===== src/rtl/wb_arbiter.sv =====
// rtl/wb_arbiter.sv - two-requester register-file write arbiter with round-robin tie-break
// One registered output stage; a grant is combinational from valid and the priority pointer.
package sp_pkg;
  localparam int XLEN           = 32;
  localparam int NUM_REG        = 8;
  localparam int REG_ADDR_WIDTH = $clog2(NUM_REG);
endpackage

module wb_arbiter
  import sp_pkg::*;
#(
  parameter logic PRIO_RESET = 1'b0
) (
  input  logic                      clk_i,
  input  logic                      arst_ni,
  input  logic                      p0_valid_i,
  output logic                      p0_ready_o,
  input  logic [REG_ADDR_WIDTH-1:0] p0_addr_i,
  input  logic [XLEN-1:0]           p0_data_i,
  input  logic                      p1_valid_i,
  output logic                      p1_ready_o,
  input  logic [REG_ADDR_WIDTH-1:0] p1_addr_i,
  input  logic [XLEN-1:0]           p1_data_i,
  output logic                      rd_en_o,
  output logic [REG_ADDR_WIDTH-1:0] rd_addr_o,
  output logic [XLEN-1:0]           rd_data_o,
  output logic [NUM_REG-1:0]        wr_pending_o
);

  logic                      ptr_q, ptr_d;
  logic                      rd_en_q, rd_en_d;
  logic [REG_ADDR_WIDTH-1:0] rd_addr_q, rd_addr_d;
  logic [XLEN-1:0]           rd_data_q, rd_data_d;

  logic                      grant0, grant1, xfer;
  logic [REG_ADDR_WIDTH-1:0] sel_addr;
  logic [XLEN-1:0]           sel_data;

  // ptr_q names the port that wins when both are valid.
  always_comb begin
    grant0   = 1'b0;
    grant1   = 1'b0;
    if (arst_ni) begin
      grant0 = p0_valid_i && (!p1_valid_i || (ptr_q == 1'b0));
      grant1 = p1_valid_i && (!p0_valid_i || (ptr_q == 1'b1));
    end
    xfer     = grant0 || grant1;
    sel_addr = grant1 ? p1_addr_i : p0_addr_i;
    sel_data = grant1 ? p1_data_i : p0_data_i;
  end

  always_comb begin
    ptr_d     = ptr_q;
    rd_en_d   = 1'b0;
    rd_addr_d = rd_addr_q;
    rd_data_d = rd_data_q;
    if (grant0) ptr_d = 1'b1;
    if (grant1) ptr_d = 1'b0;
    if (xfer) begin
      // Register 0 is hardwired: the write is accepted but never enabled.
      rd_en_d   = (sel_addr != '0);
      rd_addr_d = sel_addr;
      rd_data_d = sel_data;
    end
  end

  always_ff @(posedge clk_i or negedge arst_ni) begin
    if (!arst_ni) begin
      ptr_q     <= PRIO_RESET;
      rd_en_q   <= 1'b0;
      rd_addr_q <= '0;
      rd_data_q <= '0;
    end else begin
      ptr_q     <= ptr_d;
      rd_en_q   <= rd_en_d;
      rd_addr_q <= rd_addr_d;
      rd_data_q <= rd_data_d;
    end
  end

  assign p0_ready_o   = grant0;
  assign p1_ready_o   = grant1;
  assign rd_en_o      = rd_en_q;
  assign rd_addr_o    = rd_addr_q;
  assign rd_data_o    = rd_data_q;
  assign wr_pending_o = rd_en_q ? (NUM_REG'(1) << rd_addr_q) : '0;

endmodule


===== config.mk =====
export PLATFORM = sky130hd
export DESIGN_NAME = wb_arbiter
export DESIGN_NICKNAME = d
export VERILOG_FILES = /design/src/rtl/wb_arbiter.sv
export SDC_FILE = /design/constraint.sdc
export NUM_CORES = 1
export LEC_CHECK = 0
export CAP_MARGIN = 20
export CELL_PAD_IN_SITES_DETAIL_PLACEMENT = 0
export CELL_PAD_IN_SITES_GLOBAL_PLACEMENT = 1
export CORE_MARGIN = 8
export CORE_UTILIZATION = 25
export DETAILED_ROUTE_END_ITERATION = 7
export PLACE_DENSITY_LB_ADDON = 0.08
export SYNTH_ARGS = -nofsm -noshare
export SYNTH_HDL_FRONTEND = slang
export SYNTH_SLANG_ARGS = --single-unit

===== constraint.sdc =====
create_clock -name clk_i -period 1.5 [get_ports clk_i]
set_input_delay 0.225 -clock clk_i [delete_from_list [all_inputs] [get_ports clk_i]]
set_output_delay 0.225 -clock clk_i [all_outputs]
set_load 0.01 [all_outputs]

# After elaboration in Yosys (flattened, before gate mapping)

Index checks and enable logic that the tools add are counted.

Multiplexer cells: 8
Reductions and logical operators: 9
Bitwise logic cells: 1
Shift-type cells: 1

Operators by type and width:

| cell                                                               | count |
|---|---|
| 32-bit two-way mux                                                 | 1 |
| 8-bit two-way mux                                                  | 1 |
| 1-bit by 3-bit << shifter with 8-bit output (first input constant) | 1 |
| 1-bit two-way mux                                                  | 5 |
| 1-bit logical OR                                                   | 3 |
| 3-bit two-way mux                                                  | 1 |
| 3-bit nonzero test                                                 | 1 |
| 1-bit logical AND                                                  | 2 |
| 1-bit logical NOT                                                  | 2 |
| 2-bit nonzero test                                                 | 1 |
| 1-bit NOT                                                          | 1 |

Bits in registers: 37
Word-level logic and storage cells: 23
Output and inout port bits: 46
Input bits: 74

# Depth between registers and ports, before layout

Word-level depth: 7
Mapped depth: 5
Gate-level depth less buffers: 3

# Least setup slack after synthesis

No wires, ideal clock.

Path kind: register -> output
Start point: reg rd_addr_q[2], in the netlist rd_addr_o[2]
End point: out wr_pending_o[0]
Cell stages (with the launch flop): 3
Data arrival time: 0.878 ns
Required time: 1.275 ns
Path buffers: 0
Setup slack: 0.397 ns
Cell sequence: dfrtp_1 -> nand2b_1 -> nor3_1

Longest elaborated chain between the ends: 2

RTL lines:

| item                                        | RTL line | source |
|---|---|---|
| from (decl)                                 | 32       | `logic [REG_ADDR_WIDTH-1:0] rd_addr_q, rd_addr_d;` |
| from (signal assigned)                      | 76       | `rd_addr_q <= rd_addr_d;` |
| 1-bit by 3-bit << shifter with 8-bit output | 86       | `assign wr_pending_o = rd_en_q ? (NUM_REG'(1) << rd_addr_q) : '0;` |
| 8-bit two-way mux                           | 86       |  |
| to (decl)                                   | 27       | `output logic [NUM_REG-1:0] wr_pending_o` |

Every way passes these cells.

# Worst setup path after layout

Start point: reg rd_data_q[17], in the netlist rd_data_o[17]
End point: out rd_data_o[17]

RTL lines:

| item                   | RTL line | source |
|---|---|---|
| from (decl)            | 33       | `logic [XLEN-1:0] rd_data_q, rd_data_d;` |
| from (signal assigned) | 77       | `rd_data_q <= rd_data_d;` |
| to (decl)              | 26       | `output logic [XLEN-1:0] rd_data_o,` |

No word-level cell between the ends.

==> metrics.cfg <==
[sta]
period_share = 0.952
setup_viol = 0
hold_viol_final = 0
final_max_slew_viol_count = 0
worst_slew_pin_slew_ns = 0.491
fin_worst_skew_ns = 0.00480
worst_slack_ns = 0.0722
slew_headroom = 0.673
fmax_ghz = 0.700
fin_crit_ns = 1.43

[critical_path]
path_cells = clkdlybuf4s50_1
timing.critical_path.buf_inv = 1
rrSetupSlack_ns = 0.12
critPathArrivalTime_ns = 1.20
critPathKind = register to output pin
cp_max_fo = 2
r2r-start = ptr_q$_DFFE_PN0P_
crit_start = rd_data_o[17]$_DFFE_PN0P_
cp_slowest_stage_delay_ns = 0.57
startpoint_type = register
cp_top_family = buffers and inverters
timing.rr.end = rd_data_o[19]$_DFFE_PN0P_
rr_worst_depth = 4
worstPathRequired_ns = 1.27
end_kind = output pin
cpMaxStageDelayCell = clkdlybuf4s50_1

[synth]
yosys.area.top_type = dfrtp_1
yosysTopAreaCellShare = 0.475
synth_fp_nets = 301
syn_inst = 227
netlist_area_um2 = 1950
synth_area_per_cell_um2 = 8.58
synth_area_leaders = dfrtp_1 (48%), a31oi_1 (11%), nand3_1 (9.0%)
yosys_warnings = 0
yosysSeqAreaShare = 0.475
post_synth_num_cell_types = 19
synth-seq-cells = 37

[finish]
layout-drive-gt1-share = 0.115
antennaDiodeCount = 0
fin_cells = 450
layout_commonest_cell = clkdlybuf4s50_1
area_delta_synth_final_pct = 69.7
final_cell_mix = clkdlybuf4s50_1 (103), nor2_1 (42), nand3_1 (35), a31oi_1 (35), dfrtp_1 (35)
nNetsFinal = 421

[pwr]
p_total_uw = 2970
cellPowerDensity_nw_per_um2 = 900
p_leak_uw = 0.00129
peakVddDrop_v = 0.000334

[flow_run]
max_cap_violations = 0

[floorplanning]
start_util = 0.255
dieArea_um2 = 10900
die_h_um = 104
fp-row-count = 32
core_um2 = 7650
ios = 120
die_w_um = 104

[global_route]
grt_overflow = 0
grt_pass1_wl_um = 11700
grt_start_max_net_pins = 38
track_usage = 0.134
grt_pass1_vias = 2205
antenna_found_initial = 0

[cts]
numClockSinks = 37
cts_hold_buf = 0
cts_root_buf = clkbuf_8
htree_levels = 2
clock_latency_ns = 0.29
clk_pin_slew_ns = 0.08
cts_tree = built
cts_inserted_buffers = 5
cts_buffer_depth = 2

[placement]
dp_hpwl_um = 5270
dpl.cell_count = 438
dp_slack_ns = -0.284
port_buffers = 119
gp_congestion = 0.702

[route]
via_per_inst = 4.59
wl_per_cell_um = 16.3
vias = 2065
drc = 0
final_antenna_net_count = 0
wl_um = 7340
drtIter0Drc = 83
drt_first_pass_iters = 4

[min_path]
hold_path.class = primary input to asynchronous set/reset pin

[outcome]
status = completed

[what timing repair did]
| action | 4_1_cts | 5_1_grt |
|---|---|---|
| setup endpoints to repair | 13 | 10 |
| gates resized for setup | 28 | 14 |
| setup buffers | 4 | 0 |
[area by class of cell]
class,instances,area [um2]
sequential,37,928
fill,802,4340
clock buffer,6,72.6
tap,102,128
timing repair buffer,137,1310
multi-input combinational,166,862
clock inverter,2,10.0
[metrics by stage]
step	utilization	area, um2	hold WS (ns)	TNS (ns)
finish	0.432	3310	0.0622	0
global route	0.432	3310	0.106	-0.000342
floorplan	-	1950	-0.0706	0
detailed placement	0.420	3210	0.402	-8.03
CTS	0.434	3320	0.0853	-0.0158
global placement	0.420	3210	0.401	-6.99
[per-layer routing]
metal  global-route usage  share of wire  wire length, um  up-vias
met5                    0              0                0        -
met4               0.0310         0.0087               64        0
met3               0.0527          0.070              511        6
met2                0.217           0.47             3490       67
met1                0.162           0.45             3280      940
li1                     -              -                -     1052
[cell usage after synthesis]
master / instances
nand3_1: 35
buf_6: 9
o311ai_0: 1
nor2_1: 42
a21oi_1: 1
o21ai_1: 28
a21boi_1: 1
o32ai_1: 1
nand2b_1: 4
o21ai_0: 8
dfrtp_1: 37
a31oi_1: 35
o21a_1: 1
nor3_1: 2
nand2_1: 5
nor2b_1: 1
buf_2: 11
buf_4: 4
and2_1: 1
[registers in the layout (all words and copies together), names as in the netlist]
signal     flops
ptr_q          1
rd_addr_o      3
rd_data_o     32
rd_en_o        1
[worst max-delay path by stage]
stage | end | slack (ns) | cells after the start
global placement | p1_ready_o | -0.26 | 4
finish | rd_data_o[17] | 0.07 | 1
floorplan | wr_pending_o[0] | 0.40 | 2
global route | wr_pending_o[1] | -0.0003 | 4
detailed placement | rd_data_o[19]$_DFFE_PN0P_ | -0.28 | 5
CTS | wr_pending_o[0] | -0.02 | 3
[power by group]
group / leakage, uW / internal, uW / switching, uW / total, uW
registers: 0.000413 / 1140 / 92.2 / 1230
clock network: 0.0000450 / 323 / 367 / 689
logic: 0.000828 / 591 / 463 / 1050
total: 0.00129 / 2050 / 922 / 2970
[kinds of logic (layout without fill, tap and decap cells)]
family / Yosys count / count (layout) / synth area share
DFF: 37 / 37 / 0.475
buffers and inverters: 24 / 145 / 0.0957
AOI/OAI and AO/OA: 76 / 76 / 0.224
and+or+nand+nor: 90 / 90 / 0.205
Note: power is estimated with default switching activity, not from simulation.
